$ cat config.mk
export PLATFORM = sky130hd
export DESIGN_NAME = seg_bin2dec_disp_flat
export DESIGN_NICKNAME = d
export VERILOG_FILES = /design/src/rtl/seg_bin2dec_disp_pkg.sv /design/src/rtl/seg_bin2dec_disp_if.sv /design/src/rtl/seg_bin2dec_disp_lut.sv /design/src/rtl/seg_bin2dec_disp.sv /design/src/flat_wrapper.sv
export SDC_FILE = /design/constraint.sdc
export NUM_CORES = 1
export LEC_CHECK = 0
export BUFFER_PORTS_ARGS = -buffer_cell sky130_fd_sc_hd__buf_4
export CAP_MARGIN = 10
export CORE_ASPECT_RATIO = 0.8
export CORE_MARGIN = 4
export CORE_UTILIZATION = 40
export DETAILED_ROUTE_END_ITERATION = 6
export PLACE_DENSITY_LB_ADDON = 0.05
export SYNTH_ARGS = -nofsm -noshare
export SYNTH_HDL_FRONTEND = slang
export SYNTH_SLANG_ARGS = --single-unit
$ cat constraint.sdc
create_clock -name clk -period 8.2 [get_ports clk]
set_input_delay 1.23 -clock clk [delete_from_list [all_inputs] [get_ports clk]]
set_output_delay 1.23 -clock clk [all_outputs]
set_load 0.03 [all_outputs]
$ cat src/rtl/seg_bin2dec_disp_pkg.sv
// Shared types and constants for the seven-segment binary/decimal display driver.
package seg_pkg;

  localparam int unsigned CNT_W = 5;
  localparam int unsigned NIB_W = 4;
  localparam int unsigned SEG_W = 8;

  typedef enum logic [1:0] {
    ST_IDLE = 2'd0,
    ST_HEX  = 2'd1,
    ST_CONV = 2'd2
  } state_e;

  // Active-low segment byte: bit7=a .. bit1=g, bit0=dp (kept off)
  localparam logic [SEG_W-1:0] SEG_BLANK = 8'hFF;

  // Glyphs indexed by nibble value; entry 0 is the rightmost element
  localparam logic [15:0][SEG_W-1:0] SEG_GLYPH = {
    8'h71, 8'h61, 8'h85, 8'h63, 8'hC1, 8'h11, 8'h09, 8'h01,
    8'h1F, 8'h41, 8'h49, 8'h99, 8'h0D, 8'h25, 8'h9F, 8'h03
  };

  function automatic logic [SEG_W-1:0] seg_glyph(input logic [NIB_W-1:0] nib);
    return SEG_GLYPH[nib];
  endfunction

endpackage

$ cat src/rtl/seg_bin2dec_disp_if.sv
// Value handshake plus rendered display bus between producer and display driver.
interface seg_bin2dec_disp_if #(
  parameter int unsigned BIN_W  = 16,
  parameter int unsigned DIGITS = 5
);
  logic                  in_valid;
  logic                  in_ready;
  logic [BIN_W-1:0]      in_bin;
  logic                  in_hex;
  logic                  busy;
  logic                  done;
  logic [DIGITS*8-1:0]   seg_bus;

  modport master (
    output in_valid, in_bin, in_hex,
    input  in_ready, busy, done, seg_bus
  );

  modport slave (
    input  in_valid, in_bin, in_hex,
    output in_ready, busy, done, seg_bus
  );
endinterface

$ cat src/rtl/seg_bin2dec_disp_lut.sv
// Combinational nibble to seven-segment glyph decoder.
module seg7_hex_lut
  import seg_pkg::*;
(
  input  logic [NIB_W-1:0] nib,
  output logic [SEG_W-1:0] seg_c
);

  // Table lookup of the active-low glyph
  assign seg_c = seg_glyph(nib);

endmodule

$ cat src/rtl/seg_bin2dec_disp.sv
// Multi-digit seven-segment driver: hex nibble split or sequential double-dabble to BCD,
// optional leading-zero blanking, image held until the next accepted value.
module seg_bin2dec_disp
  import seg_pkg::*;
#(
  parameter int unsigned BIN_W    = 16,
  parameter int unsigned DIGITS   = 5,
  parameter int unsigned BLANK_LZ = 1
) (
  input  logic                  clk,
  input  logic                  rst,
  seg_bin2dec_disp_if.slave     bus
);

  localparam int unsigned BCD_W = DIGITS * NIB_W;
  localparam int unsigned IMG_W = DIGITS * SEG_W;

  state_e             state_q, state_d;
  logic [BIN_W-1:0]   bin_q, bin_d;
  logic [BCD_W-1:0]   bcd_q, bcd_d;
  logic [CNT_W-1:0]   cnt_q, cnt_d;
  logic               last_q, last_d;
  logic               ready_q, ready_d;
  logic               done_q, done_d;
  logic [IMG_W-1:0]   seg_q, seg_d;

  logic               accept_c;
  logic [BCD_W-1:0]   bcd_adj_c;
  logic [BCD_W-1:0]   nib_src_c;
  logic [IMG_W-1:0]   glyph_c;
  logic [IMG_W-1:0]   image_c;
  logic               lz_seen_c;

  assign accept_c     = bus.in_valid & ready_q;
  assign bus.in_ready = ready_q;
  assign bus.busy     = ~ready_q;
  assign bus.done     = done_q;
  assign bus.seg_bus  = seg_q;

  // Double-dabble correction: add 3 to every BCD digit that is 5 or more
  always_comb begin
    bcd_adj_c = bcd_q;
    for (int i = 0; i < int'(DIGITS); i++) begin
      if (bcd_q[NIB_W*i +: NIB_W] >= 4'd5) begin
        bcd_adj_c[NIB_W*i +: NIB_W] = bcd_q[NIB_W*i +: NIB_W] + 4'd3;
      end
    end
  end

  // Digit values to render: raw nibbles in hex mode, finished BCD otherwise
  always_comb begin
    nib_src_c = bcd_q;
    if (state_q == ST_HEX) begin
      nib_src_c = BCD_W'(bin_q);
    end
  end

  // One glyph decoder per digit
  for (genvar g = 0; g < int'(DIGITS); g++) begin : g_lut
    seg7_hex_lut u_lut (
      .nib   (nib_src_c[NIB_W*g +: NIB_W]),
      .seg_c (glyph_c[SEG_W*g +: SEG_W])
    );
  end

  // Leading-zero mask: blank digits above the most significant nonzero one, never digit0
  always_comb begin
    image_c   = glyph_c;
    lz_seen_c = 1'b0;
    for (int i = int'(DIGITS) - 1; i >= 1; i--) begin
      if (nib_src_c[NIB_W*i +: NIB_W] != 4'd0) begin
        lz_seen_c = 1'b1;
      end
      if ((BLANK_LZ != 0) && !lz_seen_c) begin
        image_c[SEG_W*i +: SEG_W] = SEG_BLANK;
      end
    end
  end

  // Next-state, datapath and output-register logic
  always_comb begin
    state_d = state_q;
    bin_d   = bin_q;
    bcd_d   = bcd_q;
    cnt_d   = cnt_q;
    last_d  = last_q;
    ready_d = ready_q;
    done_d  = 1'b0;
    seg_d   = seg_q;
    unique case (state_q)
      ST_IDLE: begin
        ready_d = 1'b1;
        if (accept_c) begin
          bin_d   = bus.in_bin;
          bcd_d   = '0;
          cnt_d   = CNT_W'(BIN_W - 1);
          last_d  = 1'b0;
          ready_d = 1'b0;
          state_d = bus.in_hex ? ST_HEX : ST_CONV;
        end
      end
      ST_HEX: begin
        seg_d   = image_c;
        done_d  = 1'b1;
        ready_d = 1'b1;
        state_d = ST_IDLE;
      end
      ST_CONV: begin
        if (last_q) begin
          // BCD is final; publish it in one step so the display never flickers
          seg_d   = image_c;
          done_d  = 1'b1;
          ready_d = 1'b1;
          state_d = ST_IDLE;
        end else begin
          bcd_d = {bcd_adj_c[BCD_W-2:0], bin_q[BIN_W-1]};
          bin_d = {bin_q[BIN_W-2:0], 1'b0};
          if (cnt_q == '0) begin
            last_d = 1'b1;
          end else begin
            cnt_d = cnt_q - CNT_W'(1);
          end
        end
      end
      default: begin
        state_d = ST_IDLE;
      end
    endcase
  end

  // State and datapath registers; reset aborts any conversion and blanks the display
  always_ff @(posedge clk or negedge rst) begin
    if (!rst) begin
      state_q <= ST_IDLE;
      bin_q   <= '0;
      bcd_q   <= '0;
      cnt_q   <= '0;
      last_q  <= 1'b0;
      ready_q <= 1'b1;
      done_q  <= 1'b0;
      seg_q   <= {DIGITS{SEG_BLANK}};
    end else begin
      state_q <= state_d;
      bin_q   <= bin_d;
      bcd_q   <= bcd_d;
      cnt_q   <= cnt_d;
      last_q  <= last_d;
      ready_q <= ready_d;
      done_q  <= done_d;
      seg_q   <= seg_d;
    end
  end

endmodule

$ cat src/flat_wrapper.sv
// flat-port wrapper written by rule: the top's interface ports become plain ports
module seg_bin2dec_disp_flat import seg_pkg::*;
#(
  parameter int unsigned BIN_W    = 16,
  parameter int unsigned DIGITS   = 5,
  parameter int unsigned BLANK_LZ = 1
)
  (clk, rst, bus_in_valid, bus_in_bin, bus_in_hex, bus_in_ready, bus_busy, bus_done, bus_seg_bus);
  seg_bin2dec_disp_if #(.BIN_W(BIN_W), .DIGITS(DIGITS)) bus_i ();
  input  logic clk;
  input  logic rst;
  input wire logic [$bits(bus_i.in_valid)-1:0] bus_in_valid;
  input wire logic [$bits(bus_i.in_bin)-1:0] bus_in_bin;
  input wire logic [$bits(bus_i.in_hex)-1:0] bus_in_hex;
  output wire logic [$bits(bus_i.in_ready)-1:0] bus_in_ready;
  output wire logic [$bits(bus_i.busy)-1:0] bus_busy;
  output wire logic [$bits(bus_i.done)-1:0] bus_done;
  output wire logic [$bits(bus_i.seg_bus)-1:0] bus_seg_bus;
  assign bus_i.in_valid = bus_in_valid;
  assign bus_i.in_bin = bus_in_bin;
  assign bus_i.in_hex = bus_in_hex;
  assign bus_in_ready = bus_i.in_ready;
  assign bus_busy = bus_i.busy;
  assign bus_done = bus_i.done;
  assign bus_seg_bus = bus_i.seg_bus;
  seg_bin2dec_disp #(.BIN_W(BIN_W), .DIGITS(DIGITS), .BLANK_LZ(BLANK_LZ)) u_core (.clk(clk), .rst(rst), .bus(bus_i));
endmodule
==> impl_metrics.toml <==
[floorplan]
initial_core_util_pct = 40.74
ios = 63
die_y_um = 110.2
row_count = 37
die_w_um = 135.8
fp.dieArea_um2 = 14960
core_um2 = 12820

[route]
drtIter0Drc = 306
drc = 0
vias = 4206
wire_per_inst_um = 16.59
routed_wl_um = 12920
ant_nets = 0
dr.pass1.iters = 5
routed_via_density = 5.399

[critical_path]
required_ns = 8.45
worstPathMaxFanout = 23
crit_path_top_delay_cell = "mux2i_1"
crit_chain = "inv_1 > ha_1 > buf_4 > mux2i_1 > inv_1 > ha_1 > mux2_1 > a222oi_1 > a31oi_1"
r2r-start = "u_core.state_q[1]"
cpLargestDelayFamily = "multiplexers"
end_kind = "flip-flop"
crit_type = "reg -> reg"
cpPeakStageDelay_ns = 0.76
path_buf_inv = 3
cp-start-kind = "flip-flop"
crit_arrival_ns = 3.38
critPathLaunch = "u_core.state_q[1]"

[sta]
slew-limit-headroom_pct = 25.31
grt_setup_unrepaired = "false"
setup_viol = 0
clock.fmax_ghz = 0.3197
report.final.slew_viol_count = 0
timing.hold.ws_ns = 0.4958
hold_violations = 0
tightestPinTransition_ns = 1.089
tns_ns = 0
fin_skew_ns = 0.006237
min_period_ns = 3.128
layout_setup_ws_ns = 5.072
post-route-period-util_pct = 38.15

[synth]
synth-seq-cells = 81
ys_seq_area_share_pct = 39.66
synthArstFlopShare_pct = 100.0
synth_edf_count = 0
syn_area_um2 = 5224
synth_top_area_share_pct = 21.56
yosysUniqueCellTypes = 62
synth_top_flop_cell = "dfrtp_1"
synth_top_area_cell = "dfrtp_1"
syn_inst = 555
yosysWarnings = 0
synth_area_per_cell_um2 = 9.412
synth_area_leaders = "dfrtp_1 22%, dfstp_2 18%, ha_1 9.8%, mux2i_1 5.9%, nor2_1 4.2%"

[cts]
cts-root-buf = "clkbuf_16"
cts_setup_buffers = 0
cts.reportedPaths.clkPinSlew_ns = 0.06
clk-insertion-delay-late_ns = 0.34
cts_resized = 0
hold_buffers = 0
clk_path_buf_depth = 2
htree_levels = 3
cts_made_buffers = 9
cts_tree = "done"
clock-sinks = 81

[final_layout]
area_growth_pct = 16.41
final_area_um2 = 6081
post-route-util_pct = 47.42
fillCellCount = 1233
antenna_cells = 0
drive_above_1_share_pct = 20.86
final_nets = 660
layout_commonest_cell = "buf_4"
layout_common_cells = "62 x buf_4, 58 x nor2_1, 45 x dfrtp_1"

[placement]
post-place-ws_ns = 5.098
dp_hpwl_um = 9259
placed_cell_area_um2 = 5771
place_congestion = 0.8875
io_buffers = 57

[run_status]
status = "finished clean"

[grt]
antenna_found_initial = 0
track_usage_pct = 18.33
grt-ovfl-total = 0
grt_max_degree = 59
grt_pass1_wl_um = 21470
grt_pass1_vias = 4098

[power]
power_leakage_nw = 2.583
swShare_pct = 43.84
pwr-share-clk_pct = 18.6
p_per_area_nw_per_um2 = 376.0
switchingPower_w = 0.001002
peakVddDrop_mv = 0.1931
p_int_w = 0.001284
seq_power_share_pct = 30.0
comb_power_share_pct = 51.5

[run]
cap_violations = 0

[min_path]
min_path_type = "reg -> reg"
worstHoldStart = "u_core.bus.seg_bus[39]"
worst min-delay path: stages (launching register included):
cell     delay, ns
dfstp_2       0.37
nand2_1       0.05
o31ai_1       0.06
per-stage QoR:
stage | cells | total power (W)
detailed placement | 763 | 0.001879
floorplan | 559 | 0.001544
finish | 779 | 0.002286
global placement | 763 | 0.001856
global route | 779 | 0.002471
CTS | 779 | 0.002315
path summary, 6_finish.rpt:
| path | cells after the start | endpoint | slack (ns) |
|---|---|---|---|
| hold / removal | 2 | u_core.bus.seg_bus[39] | 0.50 |
| hold reg to reg | 2 | u_core.bus.seg_bus[39] | 0.50 |
| setup / recovery | 9 | u_core.bus.seg_bus[15] | 5.07 |
| setup reg to reg | 9 | u_core.bus.seg_bus[15] | 5.07 |
| max in group asynchronous | 2 | u_core.bcd_q[7] | 6.35 |
| min in group asynchronous | 1 | u_core.bus.seg_bus[25] | 1.03 |
power groups by stage:
stage                     registers [W]  clock network, W  logic [W]
after floorplan                0.000809                 0   0.000734
after global placement         0.000687                 0    0.00117
after detailed placement       0.000693                 0    0.00119
after CTS                      0.000688          0.000438    0.00119
after global routing           0.000707          0.000454    0.00131
final                          0.000685          0.000424    0.00118
final cells by class:
type	instances	area [um^2]	share of cell area [%]
multi-input cells	414	2898	47.65
clock inverters	2	35.03	0.5761
repair buffers	62	465.4	7.654
well taps	175	219.0	3.601
clock buffers	14	275.3	4.527
inverters	31	116.4	1.914
flip-flops and latches	81	2072	34.07
cell families (layout without fill, tap and decap cells):
group / after synthesis / count (layout) / share of synthesized area (%)
flip-flops: 81 / 81 / 39.66
XOR/XNOR: 12 / 12 / 2.012
adder cells (fa/ha/maj): 41 / 41 / 9.820
buffers and inverters: 64 / 109 / 5.509
AND/OR/NAND/NOR: 145 / 145 / 12.72
AO/OA/AOI/OAI: 169 / 169 / 21.37
other: 1 / 5 / 0.07179
multiplexers: 42 / 42 / 8.838
cell usage after synthesis, drive strengths merged, types with 4 or more instances:
master / count
dfstp: 36
o22a: 9
nand3: 14
o22ai: 9
mux2i: 33
nor2b: 4
a32o: 6
o31ai: 8
clkbuf: 15
nand2: 39
buf: 18
o32a: 5
ha: 41
xor2: 7
a22o: 5
nand2b: 10
nor2: 59
dfrtp: 45
mux2: 8
a211oi: 4
xnor2: 5
o221ai: 4
a31oi: 17
nor3: 5
inv: 31
o21ai: 36
o21a: 6
a21oi: 42
sequential cells by signal (all words and copies together) (netlist names):
| name | count |
|---|---|
| u_core.bus.in_ready | 1 |
| u_core.bus.seg_bus | 35 |
| u_core.last_q | 1 |
| u_core.bin_q | 16 |
| u_core.state_q | 2 |
| u_core.bus.done | 1 |
| u_core.cnt_q | 5 |
| u_core.bcd_q | 20 |
routing by layer:
metal | share of wire [%] | GRT usage [%] | vias to the layer above
met5 | 0 | 0 | -
met3 | 3.6 | 3.947 | 15
met2 | 44 | 27.49 | 74
li1 | - | - | 2070
met1 | 51 | 26.44 | 2047
met4 | 1.7 | 5.971 | 0
No activity file was read; power rests on OpenSTA's default activity.
